### src/rtl/unit_b_seq_pkg.sv
// Shared types and sizing helpers for the unitB convolution sequencer.
// Imported by the sequencer top and its weight-address generator.
package unit_b_seq_pkg;

  typedef enum logic [2:0] {
    StIdle,
    StLoadW,
    StWaitIf,
    StConv,
    StCwait,
    StAccu,
    StRelu,
    StDone
  } seq_state_e;

  // Weights per depth slice for the default 5x5 kernel.
  localparam int unsigned KK = 25;

  function automatic int unsigned taps(input int unsigned ks);
    return ks * ks;
  endfunction

  // Counter width that holds 0..n-1, never narrower than one bit.
  function automatic int unsigned cnt_w(input int unsigned n);
    return (n > 1) ? $clog2(n) : 1;
  endfunction

endpackage

### src/rtl/wm_addr_gen.sv
// Weight RAM read burst: base address from filter/depth, KK sequential reads,
// and the FIFO shift enable trailing the registered RAM read by one cycle.
module wm_addr_gen
  import unit_b_seq_pkg::*;
#(
  parameter int unsigned IFM_DEPTH        = 6,
  parameter int unsigned KERNAL_SIZE      = 5,
  parameter int unsigned FILTERS_PER_UNIT = 6,
  parameter int unsigned ADDRESS_SIZE_WM  =
      $clog2(KERNAL_SIZE * KERNAL_SIZE * IFM_DEPTH * FILTERS_PER_UNIT),
  parameter int unsigned FSEL_W           = cnt_w(FILTERS_PER_UNIT),
  parameter int unsigned DEPTH_W          = cnt_w(IFM_DEPTH)
) (
  input  logic                       clk,
  input  logic                       reset,
  input  logic                       burst_start,
  input  logic [FSEL_W-1:0]          fsel,
  input  logic [DEPTH_W-1:0]         depth,
  output logic                       wm_enable_read,
  output logic [ADDRESS_SIZE_WM-1:0] wm_address,
  output logic                       wm_fifo_enable,
  output logic                       burst_last
);

  localparam int unsigned NUM_TAPS = taps(KERNAL_SIZE);
  localparam int unsigned K_W      = cnt_w(NUM_TAPS);
  localparam logic [K_W-1:0] K_LAST = K_W'(NUM_TAPS - 1);

  logic [K_W-1:0]             k_q;
  logic [ADDRESS_SIZE_WM-1:0] base;

  always_comb begin
    base = ADDRESS_SIZE_WM'((32'(fsel) * IFM_DEPTH + 32'(depth)) * NUM_TAPS);
  end

  always_ff @(posedge clk or posedge reset) begin
    if (reset) begin
      wm_enable_read <= 1'b0;
      wm_address     <= '0;
      wm_fifo_enable <= 1'b0;
      k_q            <= '0;
    end else begin
      wm_fifo_enable <= wm_enable_read;
      if (burst_start) begin
        wm_enable_read <= 1'b1;
        wm_address     <= base;
        k_q            <= '0;
      end else if (wm_enable_read) begin
        if (k_q == K_LAST) begin
          wm_enable_read <= 1'b0;
        end else begin
          k_q        <= k_q + K_W'(1);
          wm_address <= wm_address + ADDRESS_SIZE_WM'(1);
        end
      end
    end
  end

  // Only true on the trailing FIFO shift after the last read.
  assign burst_last = wm_fifo_enable & ~wm_enable_read;

endmodule

### src/rtl/unit_b_sequencer.sv
// Control FSM for one unitB convolution unit: per output pixel walks the IFM
// depth slices (load weights, convolve, accumulate), then applies ReLU.
module unit_b_sequencer
  import unit_b_seq_pkg::*;
#(
  parameter int unsigned IFM_DEPTH        = 6,
  parameter int unsigned KERNAL_SIZE      = 5,
  parameter int unsigned FILTERS_PER_UNIT = 6,
  parameter int unsigned OFM_PIXELS       = 100,
  parameter int unsigned CONV_LATENCY     = 3,
  parameter int unsigned ADDRESS_SIZE_WM  =
      $clog2(KERNAL_SIZE * KERNAL_SIZE * IFM_DEPTH * FILTERS_PER_UNIT),
  parameter int unsigned FSEL_W           = cnt_w(FILTERS_PER_UNIT)
) (
  input  logic                       clk,
  input  logic                       reset,
  input  logic                       start,
  input  logic [FSEL_W-1:0]          filter_sel,
  input  logic                       ifm_ready,
  output logic                       ifm_next,
  output logic                       wm_enable_read,
  output logic [ADDRESS_SIZE_WM-1:0] wm_address,
  output logic                       wm_fifo_enable,
  output logic                       conv_enable,
  output logic                       accu_enable,
  output logic                       accu_first,
  output logic                       relu_enable,
  output logic                       pixel_valid,
  output logic                       busy,
  output logic                       done
);

  localparam int unsigned DEPTH_W = cnt_w(IFM_DEPTH);
  localparam int unsigned PIX_W   = cnt_w(OFM_PIXELS);
  localparam int unsigned LAT_W   = cnt_w(CONV_LATENCY);

  localparam logic [DEPTH_W-1:0] DEPTH_LAST = DEPTH_W'(IFM_DEPTH - 1);
  localparam logic [PIX_W-1:0]   PIX_LAST   = PIX_W'(OFM_PIXELS - 1);
  localparam logic [LAT_W-1:0]   LAT_INIT   = LAT_W'(CONV_LATENCY - 1);

  seq_state_e         state_q, state_d;
  logic [DEPTH_W-1:0] depth_q, depth_d;
  logic [PIX_W-1:0]   pixel_q, pixel_d;
  logic [FSEL_W-1:0]  fsel_q, fsel_d;
  logic [LAT_W-1:0]   lat_q, lat_d;
  logic               burst_start;
  logic               burst_last;

  always_comb begin
    state_d     = state_q;
    depth_d     = depth_q;
    pixel_d     = pixel_q;
    fsel_d      = fsel_q;
    lat_d       = lat_q;
    burst_start = 1'b0;
    case (state_q)
      StIdle: begin
        if (start && !busy) begin
          state_d     = StLoadW;
          fsel_d      = filter_sel;
          depth_d     = '0;
          pixel_d     = '0;
          burst_start = 1'b1;
        end
      end
      StLoadW: begin
        if (burst_last) begin
          state_d = StWaitIf;
        end
      end
      StWaitIf: begin
        if (ifm_ready) begin
          state_d = StConv;
        end
      end
      StConv: begin
        state_d = StCwait;
        lat_d   = LAT_INIT;
      end
      StCwait: begin
        if (lat_q == '0) begin
          state_d = StAccu;
        end else begin
          lat_d = lat_q - LAT_W'(1);
        end
      end
      StAccu: begin
        if (depth_q != DEPTH_LAST) begin
          state_d     = StLoadW;
          depth_d     = depth_q + DEPTH_W'(1);
          burst_start = 1'b1;
        end else begin
          state_d = StRelu;
        end
      end
      StRelu: begin
        if (pixel_q != PIX_LAST) begin
          state_d     = StLoadW;
          pixel_d     = pixel_q + PIX_W'(1);
          depth_d     = '0;
          burst_start = 1'b1;
        end else begin
          state_d = StDone;
        end
      end
      StDone: begin
        state_d = StIdle;
      end
      default: begin
        state_d = StIdle;
      end
    endcase
  end

  // Strobes are decoded from the next state so each one is a register output
  // that lines up with the state it belongs to.
  always_ff @(posedge clk or posedge reset) begin
    if (reset) begin
      state_q     <= StIdle;
      depth_q     <= '0;
      pixel_q     <= '0;
      fsel_q      <= '0;
      lat_q       <= '0;
      ifm_next    <= 1'b0;
      conv_enable <= 1'b0;
      accu_enable <= 1'b0;
      accu_first  <= 1'b0;
      relu_enable <= 1'b0;
      pixel_valid <= 1'b0;
      busy        <= 1'b0;
      done        <= 1'b0;
    end else begin
      state_q     <= state_d;
      depth_q     <= depth_d;
      pixel_q     <= pixel_d;
      fsel_q      <= fsel_d;
      lat_q       <= lat_d;
      ifm_next    <= ((state_d == StAccu) && (depth_d != DEPTH_LAST)) ||
                     ((state_d == StRelu) && (pixel_d != PIX_LAST));
      conv_enable <= (state_d == StConv);
      accu_enable <= (state_d == StAccu);
      accu_first  <= (state_d == StAccu) && (depth_d == '0);
      relu_enable <= (state_d == StRelu);
      pixel_valid <= (state_d == StRelu);
      busy        <= (state_d != StIdle);
      done        <= (state_d == StDone);
    end
  end

  wm_addr_gen #(
    .IFM_DEPTH        (IFM_DEPTH),
    .KERNAL_SIZE      (KERNAL_SIZE),
    .FILTERS_PER_UNIT (FILTERS_PER_UNIT),
    .ADDRESS_SIZE_WM  (ADDRESS_SIZE_WM),
    .FSEL_W           (FSEL_W),
    .DEPTH_W          (DEPTH_W)
  ) u_wm_addr_gen (
    .clk            (clk),
    .reset          (reset),
    .burst_start    (burst_start),
    .fsel           (fsel_d),
    .depth          (depth_d),
    .wm_enable_read (wm_enable_read),
    .wm_address     (wm_address),
    .wm_fifo_enable (wm_fifo_enable),
    .burst_last     (burst_last)
  );

endmodule

### config.mk
export PLATFORM = sky130hd
export DESIGN_NAME = unit_b_sequencer
export DESIGN_NICKNAME = d
export VERILOG_FILES = /design/src/rtl/unit_b_seq_pkg.sv /design/src/rtl/wm_addr_gen.sv /design/src/rtl/unit_b_sequencer.sv
export SDC_FILE = /design/constraint.sdc
export NUM_CORES = 1
export LEC_CHECK = 0
export CORE_MARGIN = 5
export CORE_UTILIZATION = 45
export DETAILED_ROUTE_END_ITERATION = 8
export GPL_TIMING_DRIVEN = 0
export PLACE_DENSITY_LB_ADDON = 0.1
export SLEW_MARGIN = 15
export SYNTH_ARGS = -nofsm -noshare
export SYNTH_HDL_FRONTEND = slang
export SYNTH_HIERARCHICAL = 1
export SYNTH_SLANG_ARGS = --single-unit
### constraint.sdc
create_clock -name clk -period 10.1 [get_ports clk]
set_input_delay 2.02 -clock clk [delete_from_list [all_inputs] [get_ports clk]]
set_output_delay 2.02 -clock clk [all_outputs]
set_load 0.02 [all_outputs]
Word level (Yosys, flattened, before mapping)
Cells that the tools add are included.
- register bits: 42
- input bits: 7
- output and inout port bits: 20
- word-level logic and storage cells: 89
- $add $sub $neg: 6
- multiply operators: 2
- eq/ne operators: 18
- muxes and demuxes: 31
- bitwise logic cells: 2
- reduce and logical (&&, ||, !) cells: 14
- operators by type and width (cell ; count):
    $mux 3 ; 11
    $mul 32x5->10 const B ; 1
    $mux 10 ; 3
    $pmux 3 s8 ; 1
    $eq 3x3->1 const B ; 7
    $mux 5 ; 3
    $mux 7 ; 2
    $ne 7x7->1 const B ; 2
    $pmux 7 s2 ; 1
    $add 10x1->10 const B ; 1
    $eq 3x2->1 const B ; 3
    $pmux 3 s3 ; 1
    $add 6x3->7 ; 1
    $add 7x1->7 const B ; 1
    $logic_not 3->1 ; 2
    $mux 1 ; 6
    $ne 3x3->1 const B ; 2
    $add 5x1->5 const B ; 1
    $eq 5x5->1 const B ; 1
    $mul 3x2->5 const B ; 1
    $logic_and 1x1->1 ; 4
    $ne 2x2->1 const B ; 2
    $pmux 2 s2 ; 1
    $reduce_and 2->1 ; 2
    other kinds (12) ; 13

Logic depth before layout (Yosys ltp)
- depth after elaboration: 8
- depth in mapped cells: 21
- gate-level depth less buffers: 20

Modules after synthesis
The synthesis kept the hierarchy.
- by module, submodules not included (module ; instances ; cells each ; area an instance (um2) ; sequential area each (um2)):
    unit_b_sequencer ; 1 ; 156 ; 1451.4 ; 625.6
    wm_addr_gen ; 1 ; 149 ; 1442.6 ; 425.4

Worst setup path after synthesis
No wires, ideal clock.
- kind: input-to-reg
- start point: input start
- end point: register u_wm_addr_gen.wm_address[9]
- setup time: 0.077 ns
- arrival time: 6.328 ns
- required time: 10.023 ns
- slack: 3.695 ns
- stages: 17
- buffers on the path: 1
- cell sequence: nor4b_2 > and2_1 > buf_2 > mux2_2 > ha_1 > inv_1 > fa_1 > xnor2_1 > ha_1 > ha_1 > fa_1 > ha_1 > nand3_1 > nor2_1 > a2111oi_0 > xnor3_1 > a21oi_1
- longest elaborated chain between the ends: 7
- elaborated cells between the ends (all ways): 14
- those cells by class: 1 x add/sub; 2 x mul; 1 x eq/ne; 7 x mux; 3 x reduce/logical
- ends and longest elaborated chain (element ; line ; source):
    start: declaration ; unit_b_sequencer.sv:17 ; input logic start,
    $logic_and 1x1->1 ; unit_b_sequencer.sv:58 ; if (start && !busy) begin
    $mux 3 ; unit_b_sequencer.sv:58 ;
    $mux 3 ; unit_b_sequencer.sv:56 ; case (state_q)
    net fsel_d[1] ; unit_b_sequencer.sv:44 ; logic [FSEL_W-1:0] fsel_q, fsel_d;
    $mul 3x2->5 ; wm_addr_gen.sv:33 ; base = ADDRESS_SIZE_WM'((32'(fsel) * IFM_DEPTH + 32'(depth)) * NUM_TAPS);
    $add 6x3->7 ; wm_addr_gen.sv:33 ;
    $mul 32x5->10 ; wm_addr_gen.sv:33 ;
    $mux 10 ; wm_addr_gen.sv:44 ; if (burst_start) begin
    end signal: assignment ; wm_addr_gen.sv:46 ; wm_address <= base;
    end signal: assignment ; wm_addr_gen.sv:53 ; wm_address <= wm_address + ADDRESS_SIZE_WM'(1);
    end: declaration ; wm_addr_gen.sv:20 ; output logic [ADDRESS_SIZE_WM-1:0] wm_address,
The timed path passes the listed nets, and every way through them passes these cells.
A chain may end at the register's enable or synchronous reset.

Final worst setup path
Same ends and word-level chain as after synthesis.

==> impl_metrics.env <==
export IMPL_status="finished clean"
export IMPL_drtAntennaViolNets=0
export IMPL_postCtsHoldBufs=0
export IMPL_synthToLayoutAreaGrowth_pct=15.43
export IMPL_maxSlewHeadroom_pct=35.63
export IMPL_finalSetupViolCount=0
export IMPL_die_y_um=90.20
export IMPL_port_buffers=26
export IMPL_finalSetupTns_ps=0
export IMPL_yosys_warnings=6
export IMPL_dp_hpwl_um=4458
export IMPL_crit_slowest_cell="a2111oi_0"
export IMPL_synth_cells=305
export IMPL_cts_htree_levels=2
export IMPL_path_clk_slew_ps=80
export IMPL_drt_iter0_markers=70
export IMPL_cts_buffer_depth=2
export IMPL_start_kind="primary input"
export IMPL_syn_cell_area_um2=2894
export IMPL_rr_worst_depth=17
export IMPL_fin_crit_sh_pct=70.79
export IMPL_max_freq_ghz=0.1399
export IMPL_cts_tree="done"
export IMPL_diodes=0
export IMPL_ys_async_sr_fraction_pct=100.0
export IMPL_crit_required_ps=10320
export IMPL_grt_max_degree=26
export IMPL_critical_path_max_stage_delay_ps=530
export IMPL_hp_start="lat_q[0]$_DFFE_PP0P_"
export IMPL_cts_sinks=42
export IMPL_cp_common_cell="ha_1"
export IMPL_die_w_um=90.20
export IMPL_via_per_inst=5.397
export IMPL_cts_setup_buffers=0
export IMPL_synthFlopType="dfrtp_1"
export IMPL_routed_wl_um=5889
export IMPL_drive_above_1_share_pct=9.145
export IMPL_fin_crit_ps=7150
export IMPL_fp_dieArea_um2=8135
export IMPL_startpoint="start"
export IMPL_rsz0062_at_grt="false"
export IMPL_cp_max_fo=8
export IMPL_ys_seq_area_share_pct=36.32
export IMPL_start_util_pct=45.84
export IMPL_grt_pass1_wl_um=10720
export IMPL_synth_seq_cells=42
export IMPL_cp_top_family="adder cells"
export IMPL_path_class="primary input to flip-flop"
export IMPL_hold_path_class="flip-flop to flip-flop"
export IMPL_synth_nets=345
export IMPL_grt_pass1_vias=2433
export IMPL_crit_path_cell_trace="clkdlybuf4s50_1, nor4b_2, and2_1, buf_2, mux2_2, ha_1, inv_1, fa_1, xnor2_1, ha_1, ha_1, fa_1, ha_1, nand3_1, nor2_1, a2111oi_0, xnor3_1, a21oi_1"
export IMPL_root_buffer="clkbuf_8"
export IMPL_critPathBufInv=3
export IMPL_synth_edf_count=0
export IMPL_arrival_ps=7370
export IMPL_cts_resized=0
export IMPL_io_pins=27
export IMPL_holdPathStages=1
export IMPL_timing_final_ws_setup_ps=2950
export IMPL_clk_latency_ps=290
export IMPL_placed_cell_area_um2=3251
export IMPL_synth_cell_types=55
export IMPL_fin_area_um2=3341
export IMPL_synthTopCellsByArea="dfrtp_1, ha_1, xnor2_1"
export IMPL_grt_usage_pct=15.41
export IMPL_finalMaxSlewViolations=0
export IMPL_timing_rr_start="pixel_q[0]$_DFF_PP0_"
export IMPL_skew_ps=10.24
export IMPL_place_ws_ps=2628
export IMPL_fin_util_pct=52.91
export IMPL_endpoint_kind="flip-flop"
export IMPL_globalplace_congestion=0.8146
export IMPL_wl_per_cell_um=14.16
export IMPL_grt_overflow=0
export IMPL_drtPass1Iterations=4
export IMPL_cts_made_buffers=5
export IMPL_hold_viol_final=0
export IMPL_antenna_found_initial=0
export IMPL_row_count=29
export IMPL_drv_cap=0
export IMPL_worstSetupPathDepth=18
export IMPL_synth_top_area_share_pct=36.32
export IMPL_avgSynthCellArea_um2=9.489
export IMPL_core_um2=6314
export IMPL_vias=2245
export IMPL_synth_top_area_cell="dfrtp_1"
export IMPL_fin_nets=378
export IMPL_drc=0
export IMPL_synthTopCellsByCount="dfrtp_1, ha_1, nand2_1"
export IMPL_tightest_slew_ps=964.5
export IMPL_yosysMostFrequentCell="dfrtp_1"
[placed cells by master (no fill, tap or decap), types with 3 or more instances in the layout]
master	n
dfrtp_1	42
ha_1	29
nand2_1	28
clkdlybuf4s50_1	26
o21ai_0	24
nor2_1	21
inv_1	17
xnor2_1	15
a21oi_1	14
nand3_1	12
xor2_1	7
nand4_1	6
nor3_1	6
clkbuf_1	5
clkbuf_8	5
buf_6	4
nand2b_1	4
fa_1	4
clkbuf_2	3
nor4_1	3
o21ai_1	3
and2_1	3
nand3b_1	3
mux2_2	3
mux2i_1	3
nor2b_1	3
a21o_1	3
and3_1	3
[worst register-to-register path, cell delays in order, from the launching register on]
cell and delay, ps:
dfrtp_1 420, ha_1 300, nand2b_1 110, nor4_1 440, o21ai_1 160, a2111oi_2 660, inv_1 140, fa_1 480
xnor2_1 380, ha_1 310, ha_1 310, fa_1 490, ha_1 360, nand3_1 100, nor2_1 40, a2111oi_0 530
xnor3_1 320, a21oi_1 150
[worst paths after layout]
kind	end	slack, ps
max in group asynchronous	lat_q[0]$_DFFE_PP0P_	7210
min in group asynchronous	u_wm_addr_gen/wm_fifo_enable$_DFF_PP0_	2150
max	u_wm_addr_gen/wm_address[9]$_DFFE_PP0P_	2950
min reg2reg	lat_q[0]$_DFFE_PP0P_	470
max reg2reg	u_wm_addr_gen/wm_address[9]$_DFFE_PP0P_	4310
min	lat_q[0]$_DFFE_PP0P_	470
[state kept, by name, indices dropped and copies added (netlist names)]
signal                        count
depth_q                           3
pixel_q                           7
accu_enable                       1
u_wm_addr_gen/wm_enable_read      1
u_wm_addr_gen/wm_address         10
busy                              1
u_wm_addr_gen/k_q                 5
accu_first                        1
conv_enable                       1
done                              1
fsel_q                            3
ifm_next                          1
state_q                           3
pixel_valid                       1
lat_q                             2
u_wm_addr_gen/wm_fifo_enable      1
[cell type report]
type | instances | area, um^2
Fill cell | 603 | 2973
Multi-Input combinational cell | 230 | 1679
Sequential cell | 42 | 1051
Timing Repair Buffer | 26 | 260.3
Buffer | 15 | 96.34
Tap cell | 77 | 96.34
Clock buffer | 5 | 68.82
Inverter | 18 | 67.56
Clock inverter | 3 | 21.27
[stage by stage]
stage / hold slack [ps] / std cells
floorplan: 432.7 / 305
global placement: 445.7 / 408
detailed placement: 454.4 / 408
CTS: 465.4 / 416
global route: 492.8 / 416
finish: 465.8 / 416
[kinds of logic (layout without fill, tap and decap cells)]
| kind of cell | count (synthesis) | after routing | synth area share, % |
|---|---|---|---|
| muxes | 6 | 6 | 2.205 |
| AOI/OAI and AO/OA | 62 | 62 | 13.62 |
| xor gates and xnor gates | 23 | 23 | 7.436 |
| DFF | 42 | 42 | 36.32 |
| adders and majority gates | 33 | 33 | 15.30 |
| buffers and inverters | 33 | 67 | 5.663 |
| and+or+nand+nor | 106 | 106 | 19.46 |
[routing by layer]
metal	up-vias	routed length, um	track usage, %
li1	1129	-	-
met1	1069	2707	19.40
met2	39	2896	26.59
met3	8	212	3.255
met4	0	73	4.342
met5	-	0	0
Power is left out: the tool's default activity adds up to more than one toggle a clock period on the data nets, which glitch-free logic cannot reach.
